===== src/rtl/clock_strobe_gen.sv =====
// Multi-channel programmable clock divider with registered rise/fall strobes,
// plus a synchronised edge detector for one asynchronous external input.
module clock_strobe_gen #(
  parameter int unsigned CHANNELS    = 2,
  parameter int unsigned DIV_WIDTH   = 16,
  parameter int unsigned SYNC_STAGES = 2
) (
  input  logic                          clock,
  input  logic                          reset_n,
  input  logic [CHANNELS-1:0]           enable,
  input  logic [CHANNELS*DIV_WIDTH-1:0] div_half,
  output logic [CHANNELS-1:0]           clk_out,
  output logic [CHANNELS-1:0]           rise_pulse,
  output logic [CHANNELS-1:0]           fall_pulse,
  input  logic                          ext_in,
  output logic                          ext_level,
  output logic                          ext_rise,
  output logic                          ext_fall
);

  typedef enum logic [1:0] {
    ST_IDLE     = 2'd0,
    ST_RUN      = 2'd1,
    ST_STOPPING = 2'd2
  } ch_state_e;

  for (genvar i = 0; i < int'(CHANNELS); i++) begin : g_ch
    ch_state_e            state_q, state_d;
    logic [DIV_WIDTH-1:0] cnt_q, cnt_d;
    logic [DIV_WIDTH-1:0] div_q, div_d;
    logic [DIV_WIDTH-1:0] div_in;
    logic                 clk_q, clk_d;
    logic                 rise_q, rise_d;
    logic                 fall_q, fall_d;

    assign div_in = div_half[i*DIV_WIDTH +: DIV_WIDTH];

    always_ff @(posedge clock or negedge reset_n) begin
      if (!reset_n) begin
        state_q <= ST_IDLE;
        cnt_q   <= '0;
        div_q   <= '0;
        clk_q   <= 1'b0;
        rise_q  <= 1'b0;
        fall_q  <= 1'b0;
      end else begin
        state_q <= state_d;
        cnt_q   <= cnt_d;
        div_q   <= div_d;
        clk_q   <= clk_d;
        rise_q  <= rise_d;
        fall_q  <= fall_d;
      end
    end

    // Next-state: a disable while high detours through STOPPING to drive the low edge.
    always_comb begin
      state_d = state_q;
      unique case (state_q)
        ST_IDLE:     if (enable[i]) state_d = ST_RUN;
        ST_RUN:      if (!enable[i]) state_d = clk_q ? ST_STOPPING : ST_IDLE;
        ST_STOPPING: state_d = ST_IDLE;
        default:     state_d = ST_IDLE;
      endcase
    end

    // Datapath and strobes; the first enabled cycle already counts as count 0.
    always_comb begin
      cnt_d  = '0;
      div_d  = div_q;
      clk_d  = clk_q;
      rise_d = 1'b0;
      fall_d = 1'b0;
      unique case (state_q)
        ST_IDLE: begin
          div_d = div_in;
          clk_d = 1'b0;
          if (enable[i]) begin
            if (div_in == '0) begin
              clk_d  = 1'b1;
              rise_d = 1'b1;
            end else begin
              cnt_d = DIV_WIDTH'(1);
            end
          end
        end
        ST_RUN: begin
          if (!enable[i]) begin
            clk_d  = 1'b0;
            fall_d = clk_q;
            div_d  = div_in;
          end else if (cnt_q == div_q) begin
            clk_d  = ~clk_q;
            rise_d = ~clk_q;
            fall_d = clk_q;
            div_d  = div_in;
          end else begin
            cnt_d = cnt_q + DIV_WIDTH'(1);
          end
        end
        ST_STOPPING: begin
          clk_d = 1'b0;
          div_d = div_in;
        end
        default: begin
          clk_d = 1'b0;
          div_d = div_in;
        end
      endcase
    end

    assign clk_out[i]    = clk_q;
    assign rise_pulse[i] = rise_q;
    assign fall_pulse[i] = fall_q;
  end

  logic [SYNC_STAGES-1:0] sync_q, sync_d;
  logic                   prev_q, prev_d;
  logic                   erise_q, erise_d;
  logic                   efall_q, efall_d;

  always_ff @(posedge clock or negedge reset_n) begin
    if (!reset_n) begin
      sync_q  <= '0;
      prev_q  <= 1'b0;
      erise_q <= 1'b0;
      efall_q <= 1'b0;
    end else begin
      sync_q  <= sync_d;
      prev_q  <= prev_d;
      erise_q <= erise_d;
      efall_q <= efall_d;
    end
  end

  // Synchroniser shift chain followed by a registered edge compare.
  always_comb begin
    sync_d  = {sync_q[SYNC_STAGES-2:0], ext_in};
    prev_d  = sync_q[SYNC_STAGES-1];
    erise_d = sync_q[SYNC_STAGES-1] & ~prev_q;
    efall_d = ~sync_q[SYNC_STAGES-1] & prev_q;
  end

  assign ext_level = sync_q[SYNC_STAGES-1];
  assign ext_rise  = erise_q;
  assign ext_fall  = efall_q;

endmodule


===== config.mk =====
export PLATFORM = sky130hd
export DESIGN_NAME = clock_strobe_gen
export DESIGN_NICKNAME = d
export VERILOG_FILES = /design/src/rtl/clock_strobe_gen.sv
export SDC_FILE = /design/constraint.sdc
export NUM_CORES = 1
export LEC_CHECK = 0
export CAP_MARGIN = 20
export CELL_PAD_IN_SITES_DETAIL_PLACEMENT = 1
export CELL_PAD_IN_SITES_GLOBAL_PLACEMENT = 1
export CORE_MARGIN = 3
export CORE_UTILIZATION = 40
export DETAILED_ROUTE_END_ITERATION = 7
export HOLD_SLACK_MARGIN = 0.08
export PLACE_DENSITY = 0.78
export SKIP_CTS_REPAIR_TIMING = 1
export SYNTH_ARGS = -nofsm -noshare
export SYNTH_HDL_FRONTEND = slang
export SYNTH_SLANG_ARGS = --single-unit

===== constraint.sdc =====
create_clock -name clock -period 1.9 [get_ports clock]
set_input_delay 0.19 -clock clock [delete_from_list [all_inputs] [get_ports clock]]
set_output_delay 0.19 -clock clock [all_outputs]
set_load 0.005 [all_outputs]

---- Word-level counts from Yosys, hierarchy flattened ----
Cells that the tools add are included.
word-level totals
  bits in registers ....................... 79
  input bits .............................. 37
  output and inout bits ................... 9
  word-level logic and storage cells ...... 86
operators by class
  $add $sub $neg .......................... 2
  eq/ne operators ......................... 10
  multiplexer cells ....................... 46
  bitwise operators ....................... 6
  reductions and logical operators ........ 6
operators with widths
  kind                                            number
  two-way mux 16 bit                              10
  one-hot mux 16 bit (2 select lines)             2
  adder 16 x 1 -> 16 bit (second input constant)  2
  == test 16 bit                                  2
  zero test 16 bit                                2
  two-way mux 1 bit                               22
  two-way mux 2 bit                               6
  != test 2 bit (second input constant)           4
  one-hot mux 1 bit (2 select lines)              4
  one-hot mux 2 bit (2 select lines)              2
  != test 3 bit (second input constant)           2
  == test 2 x 1 -> 1 bit (second input constant)  2
  zero test 2 bit                                 2
  inverter 1 bit                                  4
  AND reduction 2 bit                             2
  AND 1 bit                                       2

---- Logic depth before layout (Yosys ltp) ----
Gate-level depths: netlist of run 1.
  depth in word-level cells ............... 4
  depth in mapped cells ................... 8
  depth with buffers taken out ............ 6

---- Worst setup path before layout of run 1 ----
Ideal clock, no wire load.
  path kind ............................... register to register
  start ................................... reg g_ch[1].cnt_q[2]
  end ..................................... reg g_ch[1].div_q[11]
  library setup time ...................... 0.125 ns
  arrival ................................. 1.735 ns
  setup slack ............................. 0.040 ns
  cell stages (with the launch flop) ...... 7
  path buffers ............................ 1
  path through ............................ dfrtp_1 xor2_1 nor4_1 nand4_2 nand3_4 buf_12 mux2_4
between the ends
  cells in the longest elaborated chain, start to end .. 2
ends and longest elaborated chain
  item                            RTL line  text
  from (decl)                     29        logic [DIV_WIDTH-1:0] cnt_q, cnt_d;
  from (signal assigned)          48        cnt_q <= cnt_d;
  == test 16 bit                  92        end else if (cnt_q == div_q) begin
  != test 3 bit (no source line)  --
  to (signal assigned)            49        div_q <= div_d;
  to (decl)                       30        logic [DIV_WIDTH-1:0] div_q, div_d;
No other way between the ends.
A chain may end at the register's enable or synchronous reset.

---- Worst setup path after layout of run 1 ----
  start ................................... reg g_ch[1].div_q[6]
  end ..................................... reg g_ch[1].div_q[11]
between the ends
  cells in the longest elaborated chain, start to end .. 2
ends and longest elaborated chain
  item                            RTL line
  == test 16 bit                  92
  != test 3 bit (no source line)  --
No other way between the ends.

==> flow_metrics.py, run 1 <==
metrics = {
    "status": {
        "status": "finished, violations left",
        "violations": "setup timing",
    },
    "timing": {
        "rsz0062_at_grt": "yes",
        "setup_viol": 13,
        "hold_violations": 0,
        "whs_ns": 0.271,
        "max-slew-margin-rel_pct": 71.9,
        "clock_skew_ns": 0.00389,
        "period_minus_slack_ns": 1.94,
        "fin_tns_setup_ns": -0.270,
        "worst_pin_slew_ns": 0.421,
        "setup_slack_ns": -0.0441,
        "finalMaxSlewViolations": 0,
        "clock.fmax_mhz": 514,
        "fin_crit_sh_pct": 102,
    },
    "flow_run": {
        "max-cap-violations": 0,
    },
    "clock_network": {
        "cts_tree": "built",
        "root_buffer": "clkbuf_8",
        "cts_buffer_depth": 2,
        "clkSlewWorstSetupHoldPaths_ns": 0.07,
        "htreeDepth": 3,
        "clock_sink_count": 79,
        "clk-insertion-delay-late_ns": 0.36,
        "cts_buffers": 9,
    },
    "yosys": {
        "syn_area_per_cell_um2": 11.9,
        "synth_nets": 353,
        "syn_area_um2": 3720,
        "synth_cell_types": 31,
        "ys_async_sr_fraction_pct": 100,
        "synth_edf_count": 0,
        "yosysWarnings": 0,
        "ys.flop_type": "dfrtp_1",
        "ys_seq_area_share_pct": 53.1,
        "synth_top_area_share_pct": 53.1,
        "synth_seq_cells": 79,
        "synth_cells": 314,
        "synthTopCellsByArea": "dfrtp_1 53%, xor2_1 11%, mux2_2 8.2%",
        "yosys.area.top_type": "dfrtp_1",
    },
    "routing": {
        "finalWirelength_um": 8690,
        "drtPass1Iterations": 4,
        "route.vias.total": 2613,
        "wire_per_inst_um": 17.2,
        "antenna_left": 0,
        "vias_per_cell": 5.17,
        "drt-initial-drc-count": 37,
        "drc_errors": 0,
    },
    "critical_path": {
        "crit_path_end_kind": "flip-flop",
        "startpoint": "g_ch[1].div_q[6]",
        "path_cells": "xor2_1 > nor4_2 > nand4_2 > buf_4 > nand3_4 > mux2_4",
        "critPathBufInv": 1,
        "cp-start-kind": "flip-flop",
        "cp.arrival_ns": 2.19,
        "crit-reg2reg-launch": "g_ch[1].div_q[6]",
        "cp.required_ns": 2.14,
        "slowest_delay_ns": 0.40,
        "crit_type": "flip-flop to flip-flop",
        "crit_slowest_cell": "dfrtp_1",
        "crit_family": "simple AND/OR/NAND/NOR gates",
        "cp_max_fo": 8,
    },
    "global_routing": {
        "grt-ovfl-total": 0,
        "grt_start_max_net_pins": 52,
        "antenna_found_initial": 0,
        "grt_util_all_layers_pct": 17.6,
        "grt_pass1_vias": 2854,
        "grt_pass1_wl_um": 14000,
    },
    "floorplan": {
        "initial_core_util_pct": 41.9,
        "core-area_um2": 8890,
        "ioPinCount": 46,
        "die_w_um": 102,
        "die-area_um2": 10500,
        "row_count": 34,
        "die_h_um": 102,
    },
    "placement": {
        "placed_area_um2": 4420,
        "dp_hpwl_um": 6200,
        "dp_cells": 483,
        "portBuffers": 45,
        "gp_congestion": 0.769,
    },
    "final_layout": {
        "final_cell_mix": "79 x dfrtp_1, 46 x xor2_1, 44 x clkdlybuf4s50_1",
        "fin_nets": 433,
        "area_growth_pct": 27.7,
        "final_cells": 505,
        "final_util_pct": 53.5,
        "final_common_cell": "dfrtp_1",
        "final_area_um2": 4750,
        "drive_above_1_share_pct": 23.4,
        "diodes": 0,
    },
    "power": {
        "p_leak_nw": 2.11,
        "ir_drop_mv": 0.400,
        "powerDensity_nw_per_um2": 723,
    },
    "hold_path": {
        "hp-class": "input port to flip-flop",
        "hp-start": "ext_in",
    },
}
-- logic make-up (layout without fill, tap and decap cells) --
family          count (synthesis)  count (layout)  share of synthesized area (%)
flops                          79              79                           53.1
fa+ha+maj                       2               2                          0.672
mux                            32              32                           10.2
simple gates                  112             113                           16.3
compound gates                 10              10                           1.75
xor+xnor                       60              60                           14.1
buf+inv                        19             101                           3.87
-- per-stage QoR --
stage	power [mW]	setup slack [ns]
finish	3.44	-0.0441
detailed placement	2.22	-0.0913
global placement	2.20	-0.0265
floorplan	2.02	0.0398
global route	3.61	-0.107
CTS	3.46	-0.0996
-- final cells by class --
class | instances | area (um^2)
timing repair buffer | 80 | 742
tap | 108 | 135
multi-input combinational | 217 | 1690
sequential | 79 | 1980
fill | 931 | 4140
inverter | 7 | 26.3
clock buffer | 10 | 138
clock inverter | 4 | 47.5
-- report_power, final --
| group | internal, mW | leakage (nW) | switching, mW | total, mW |
|---|---|---|---|---|
| combinational | 0.224 | 1.01 | 0.173 | 0.397 |
| clock | 0.623 | 0.0940 | 0.592 | 1.22 |
| sequential | 1.76 | 1.01 | 0.0642 | 1.82 |
-- worst paths after layout --
check / to / slack, ns / cells after the start
worst min-delay path: sync_q[0] / 0.27 / 1
worst max register to register: g_ch[1].div_q[11] / -0.04 / 6
worst max-delay path: g_ch[1].div_q[11] / -0.04 / 6
min in group asynchronous: g_ch[0].rise_q / 0.29 / 2
max in group asynchronous: g_ch[0].cnt_q[2] / 1.01 / 3
worst min register to register: sync_q[1] / 0.35 / 0
-- synth_stat cells (2+ instances only) --
cell type and count:
a21oi_1 4, a22oi_1 2, and2_1 3, and3_1 2, and4_1 3, buf_4 7
buf_6 4, dfrtp_1 79, ha_1 2, inv_1 7, mux2_2 27, mux2_4 5
nand2_1 11, nand2b_1 4, nand3_1 10, nand3b_1 3, nand4_1 9, nor2_1 37
nor2b_1 5, nor4_1 18, o21bai_1 2, o31ai_1 2, or3_1 2, xnor2_1 14
xor2_1 46
-- layer usage --
metal	track usage (%)	routed length [um]	vias to the layer above
met5	0	0	-
met4	5.45	141	0
met3	4.51	325	11
met2	31.7	4650	51
met1	20.4	3570	1317
li1	-	-	1234
-- flip-flops by register name (all words and copies together) (netlist names) --
signal	cells
ext_fall	1
ext_rise	1
g_ch.clk_q	2
g_ch.cnt_q	32
g_ch.div_q	32
g_ch.fall_q	2
g_ch.rise_q	2
g_ch.state_q	4
prev_q	1
sync_q	2
-- worst register-to-register path: cells and delay by family, from the launching register on --
family | cells | cell delay (ns)
flip-flops | 1 | 0.40
AND/OR/NAND/NOR | 3 | 0.72
buffers and inverters | 1 | 0.21
multiplexers | 1 | 0.32
XOR/XNOR | 1 | 0.18
No activity file was read; power rests on OpenSTA's default activity.
==> run 2: changes to the inputs <==
--- a/config.mk
+++ b/config.mk
@@ -13,6 +13,7 @@
 export DETAILED_ROUTE_END_ITERATION = 7
 export HOLD_SLACK_MARGIN = 0.08
 export PLACE_DENSITY = 0.78
+export RECOVER_POWER = 100
 export SKIP_CTS_REPAIR_TIMING = 1
 export SYNTH_ARGS = -nofsm -noshare
 export SYNTH_HDL_FRONTEND = slang
==> run 2 against run 1 <==
The flow still finishes with violations (setup timing). Setup slack better by 0.0013 ns. Critical path depth unchanged. Non-clock buffer count unchanged. Final cell count unchanged. Count of clock-buffer cells in the layout unchanged. Final area hardly changed. Routed wire length about the same. Utilization hardly changed. Largest cell class unchanged. Largest power group unchanged.
==> flow_metrics.py, run 2 (synthesized netlist as in run 1, its figures left out) <==
metrics = {
    "status": {
        "status": "finished, violations left",
        "violations": "setup timing",
    },
    "clock_network": {
        "clock_sink_count": 79,
        "root_buffer": "clkbuf_8",
        "htreeDepth": 3,
        "clkSlewWorstSetupHoldPaths_ns": 0.07,
        "cts_buffers": 9,
        "clk-insertion-delay-late_ns": 0.35,
        "cts_tree": "built",
        "cts_buffer_depth": 2,
    },
    "critical_path": {
        "cp-start-kind": "flip-flop",
        "crit_slowest_cell": "dfrtp_1",
        "cp_max_fo": 8,
        "slowest_delay_ns": 0.40,
        "crit_path_end_kind": "flip-flop",
        "cp.required_ns": 2.14,
        "rrSetupSlack_ns": -0.04,
        "path_cells": "xor2_1 > nor4_2 > nand4_2 > buf_4 > nand3_4 > mux2_4",
        "cp.arrival_ns": 2.18,
        "crit_type": "flip-flop to flip-flop",
        "critPathBufInv": 1,
        "crit_family": "simple AND/OR/NAND/NOR gates",
    },
    "flow_run": {
        "max-cap-violations": 0,
    },
    "floorplan": {
        "die_w_um": 102,
        "initial_core_util_pct": 41.9,
        "die_h_um": 102,
        "die-area_um2": 10500,
        "row_count": 34,
        "core-area_um2": 8890,
        "ioPinCount": 46,
    },
    "global_routing": {
        "grt-ovfl-total": 0,
        "grt_util_all_layers_pct": 17.6,
        "antenna_found_initial": 0,
        "grt_pass1_vias": 2854,
        "grt_start_max_net_pins": 52,
        "grt_pass1_wl_um": 14000,
    },
    "timing": {
        "fin_crit_sh_pct": 102,
        "period_minus_slack_ns": 1.94,
        "hold_violations": 0,
        "setup_viol": 13,
        "clock.fmax_mhz": 515,
        "fin_tns_setup_ns": -0.254,
        "worst_pin_slew_ns": 0.758,
        "rsz0062_at_grt": "yes",
        "clock_skew_ns": 0.00388,
        "finalMaxSlewViolations": 0,
        "setup_slack_ns": -0.0428,
        "max-slew-margin-rel_pct": 49.5,
        "whs_ns": 0.350,
    },
    "power": {
        "p_leak_nw": 2.13,
        "ir_drop_mv": 0.400,
        "powerDensity_nw_per_um2": 722,
    },
    "routing": {
        "vias_per_cell": 5.18,
        "drtPass1Iterations": 4,
        "wire_per_inst_um": 17.2,
        "finalWirelength_um": 8680,
        "antenna_left": 0,
        "drc_errors": 0,
        "drt-initial-drc-count": 38,
        "route.vias.total": 2614,
    },
    "placement": {
        "portBuffers": 45,
        "dp_hpwl_um": 6200,
        "gp_congestion": 0.769,
        "dp_cells": 483,
    },
    "final_layout": {
        "final_common_cell": "dfrtp_1",
        "top_regs": "g_ch.cnt_q: 32 flops, g_ch.div_q: 32 flops, g_ch.state_q: 4 flops",
        "final_cell_mix": "79 x dfrtp_1, 46 x xor2_1, 37 x nor2_1",
        "drive_above_1_share_pct": 23.4,
        "final_cells": 505,
        "num-fill-cells": 932,
        "area_growth_pct": 27.7,
        "diodes": 0,
        "fin_nets": 433,
        "final_util_pct": 53.4,
    },
    "hold_path": {
        "hp-class": "flip-flop to flip-flop",
    },
}
==> run 2: cell count changes in the layout (fill, tap and decap cells not counted), sizes merged <==
cell | previous run | this run
clkdlybuf4s50 | 44 | 33
buf | 35 | 34
dlygate4sd3 | 1 | 12
clkbuf | 10 | 11
==> run 2: final timing paths <==
path / start / endpoint / depth (start not counted)
max: g_ch[1].div_q[6] / g_ch[1].div_q[11] / 6
min: sync_q[0] / sync_q[1] / 0
max reg2reg: g_ch[1].div_q[6] / g_ch[1].div_q[11] / 6
min reg2reg: sync_q[0] / sync_q[1] / 0
max in group asynchronous: reset_n / g_ch[0].cnt_q[2] / 3
min in group asynchronous: reset_n / g_ch[0].rise_q / 2
==> run 2: worst register-to-register path: stages (launching register included) <==
cell     delay (ns)
dfrtp_1        0.40
xor2_1         0.18
nor4_2         0.36
nand4_2        0.22
buf_4          0.21
nand3_4        0.14
mux2_4         0.32
==> run 2: power breakdown <==
| part | leakage (nW) | switching, mW | total (mW) | internal (mW) |
|---|---|---|---|---|
| clock network | 0.0940 | 0.592 | 1.22 | 0.623 |
| logic | 1.03 | 0.173 | 0.393 | 0.220 |
| registers | 1.01 | 0.0638 | 1.82 | 1.76 |
| total | 2.13 | 0.829 | 3.43 | 2.60 |
==> run 2: final cells by class <==
type / instances / area (um^2) / share of cell area [%]
timing repair buffer: 80 / 739 / 15.6
clock inverter: 4 / 47.5 / 1.00
sequential: 79 / 1980 / 41.6
multi-input combinational: 217 / 1690 / 35.5
tap: 108 / 135 / 2.84
inverter: 7 / 26.3 / 0.553
clock buffer: 10 / 138 / 2.90
==> run 2: layer usage <==
layer / global-route usage [%] / part of all wire [%]
met1: 20.4 / 41
met2: 31.7 / 54
met3: 4.51 / 3.7
met4: 5.45 / 1.6
met5: 0 / 0
==> run 2: through the flow <==
stage               area [um^2]  power, mW  worst slack, ns
floorplan                  3720       2.02           0.0398
global placement           4420       2.20          -0.0265
detailed placement         4420       2.22          -0.0913
CTS                        4610       3.46          -0.0996
global route               4750       3.61           -0.106
finish                     4750       3.43          -0.0428
==> run 3: changes to the inputs <==
--- a/config.mk
+++ b/config.mk
@@ -9,10 +9,11 @@
 export CELL_PAD_IN_SITES_DETAIL_PLACEMENT = 1
 export CELL_PAD_IN_SITES_GLOBAL_PLACEMENT = 1
 export CORE_MARGIN = 3
-export CORE_UTILIZATION = 40
+export CORE_UTILIZATION = 44
 export DETAILED_ROUTE_END_ITERATION = 7
+export GPL_ROUTABILITY_DRIVEN = 0
 export HOLD_SLACK_MARGIN = 0.08
-export PLACE_DENSITY = 0.78
+export PLACE_DENSITY = 0.82
 export RECOVER_POWER = 100
 export SKIP_CTS_REPAIR_TIMING = 1
 export SYNTH_ARGS = -nofsm -noshare
==> constraint.sdc (replaced) <==
create_clock -name clock -period 1.8 [get_ports clock]
set_input_delay 0.18 -clock clock [delete_from_list [all_inputs] [get_ports clock]]
set_output_delay 0.18 -clock clock [all_outputs]
set_load 0.005 [all_outputs]
==> run 3 against run 2 <==
The run still ends with setup timing left. Non-clock buffer count is 21 higher. Die area is 8.6% lower. Critical path depth stayed put. Routed wire length is 36% higher. First-iteration DRC count grew to 4.5 times the previous value. Clock power is 24% higher. Utilization is 11 points higher. Maximum frequency is 5.3% lower. Count of clock-buffer cells in the layout is 1 higher. Total power is 15% higher. Final area is 8.6% higher. Critical endpoint is now g_ch[1].div_q[2]. Highest routed layer unchanged.
==> flow_metrics.py, run 3 (synthesized netlist as in run 1, its figures left out) <==
metrics = {
    "clock_network": {
        "htreeDepth": 3,
        "clk-insertion-delay-late_ns": 0.36,
        "cts_buffers": 9,
        "clkSlewWorstSetupHoldPaths_ns": 0.09,
        "clock_sink_count": 79,
        "cts_tree": "built",
        "root_buffer": "clkbuf_8",
        "cts_buffer_depth": 2,
    },
    "global_routing": {
        "grt-ovfl-total": 0,
        "met2_usage_pct": 36.7,
        "antenna_found_initial": 0,
        "grt_pass1_vias": 3034,
        "met1_usage_pct": 23.9,
        "grt_start_max_net_pins": 58,
        "grt_use_met3_pct": 4.29,
        "grt_pass1_wl_um": 15300,
        "grt_util_all_layers_pct": 20.3,
        "top_usage_layer": "met2",
    },
    "hold_path": {
        "hold_path_depth": 0,
        "hp-class": "flip-flop to flip-flop",
    },
    "timing": {
        "worst_pin_slew_ns": 1.38,
        "hold_violations": 0,
        "setup_slack_ns": -0.251,
        "clock_skew_ns": 0.00732,
        "setup_viol": 67,
        "fin_crit_sh_pct": 114,
        "fin_tns_setup_ns": -9.54,
        "clock.fmax_mhz": 488,
        "finalMaxSlewViolations": 0,
        "period_minus_slack_ns": 2.05,
        "rsz0062_at_grt": "yes",
        "max-slew-margin-rel_pct": 7.96,
        "whs_ns": 0.353,
    },
    "floorplan": {
        "die-area_um2": 9600,
        "die_h_um": 98.0,
        "die_w_um": 98.0,
        "row_count": 32,
        "core-area_um2": 7970,
        "ioPinCount": 46,
        "initial_core_util_pct": 46.7,
    },
    "routing": {
        "finalWirelength_um": 11800,
        "drc_errors": 0,
        "antenna_left": 0,
        "vias_per_cell": 5.47,
        "drt-initial-drc-count": 170,
        "drtPass1Iterations": 4,
        "wire_per_inst_um": 22.7,
        "route.vias.total": 2853,
    },
    "critical_path": {
        "slowest_delay_ns": 0.43,
        "cp_max_fo": 5,
        "cp-start-kind": "flip-flop",
        "crit_path_end_kind": "flip-flop",
        "crit_type": "flip-flop to flip-flop",
        "critPathBufInv": 1,
        "cp.arrival_ns": 2.29,
        "path_cells": "xor2_1 > nor4_2 > nand4_2 > buf_6 > nor2b_4 > mux2_2",
        "cp.required_ns": 2.04,
        "r2r_cells": 6,
        "path_depth": 6,
        "crit_slowest_cell": "dfrtp_1",
        "crit_family": "simple AND/OR/NAND/NOR gates",
    },
    "final_layout": {
        "top_regs": "g_ch.cnt_q: 32 flops, g_ch.div_q: 32 flops, g_ch.state_q: 4 flops",
        "fin_nets": 454,
        "drive_above_1_share_pct": 31.7,
        "diodes": 0,
        "final_common_cell": "dfrtp_1",
        "area_growth_pct": 38.7,
        "final_cell_mix": "79 x dfrtp_1, 47 x buf_4, 44 x xor2_1",
        "final_util_pct": 64.8,
        "final_cells": 522,
        "final_area_um2": 5160,
    },
    "power": {
        "power_mw": 3.94,
        "switching_power_mw": 0.992,
        "combPwrFrac_pct": 12.9,
        "powerDensity_nw_per_um2": 764,
        "switching_share_pct": 25.2,
        "ir_drop_mv": 0.469,
        "p_leak_nw": 2.31,
        "p_int_mw": 2.95,
        "seq_power_share_pct": 48.9,
        "p_clk_share_pct": 38.2,
    },
    "placement": {
        "dpl_worst_slack_ns": -0.134,
        "dp_cells": 495,
        "placed_area_um2": 4550,
        "portBuffers": 45,
        "dp_hpwl_um": 6820,
    },
    "status": {
        "status": "finished, violations left",
        "violations": "setup timing",
    },
    "flow_run": {
        "max-cap-violations": 0,
    },
}
run 3: cell types whose count changed in the layout (fill, tap and decap cells not counted), moves of 2 or more:
cell / change
a21oi_2: +2
mux2_4: +5
mux2_2: -5
a21oi_1: -2
nor2_1: -12
xor2_2: +2
buf_4: +16
nor2_4: +12
xor2_1: -2
clkbuf_16: +2
clkbuf_1: +3
run 3: path summary, 6_finish.rpt:
| kind | start | end | slack (ns) |
|---|---|---|---|
| worst max-delay path | g_ch[1].cnt_q[7] | g_ch[1].div_q[2] | -0.25 |
| worst min-delay path | sync_q[0] | sync_q[1] | 0.35 |
| worst max register to register | g_ch[1].cnt_q[7] | g_ch[1].div_q[2] | -0.25 |
| worst min register to register | sync_q[0] | sync_q[1] | 0.35 |
| max in group asynchronous | reset_n | g_ch[1].div_q[8] | 0.18 |
| min in group asynchronous | reset_n | g_ch[0].div_q[14] | 0.66 |
run 3: cell type report:
type	instances	area (um^2)
well taps	102	128
clock buffers	11	141
fillers	787	2810
inverters	7	26.3
repair buffers	101	943
flip-flops and latches	79	1980
multi-input cells	217	1860
clock inverters	5	81.3
run 3: power groups by stage:
stage | sequential [mW] | clock (mW) | combinational, mW
final | 1.93 | 1.51 | 0.507
after detailed placement | 1.96 | 0 | 0.409
after global routing | 1.94 | 1.61 | 0.543
after floorplan | 1.94 | 0 | 0.200
after global placement | 1.95 | 0 | 0.389
after CTS | 1.92 | 1.52 | 0.414
run 3: worst register-to-register path, delay by kind of cell (launching register included):
| kind | cells | cell delay [ns] |
|---|---|---|
| multiplexers | 1 | 0.28 |
| buffers and inverters | 1 | 0.24 |
| XOR/XNOR | 1 | 0.18 |
| AND/OR/NAND/NOR | 3 | 0.80 |
| flip-flops | 1 | 0.43 |
run 3: metal layers:
metal	vias up	routed length, um
li1	1267	-
met1	1488	4790
met2	77	6380
met3	21	406
met4	0	248
met5	-	0
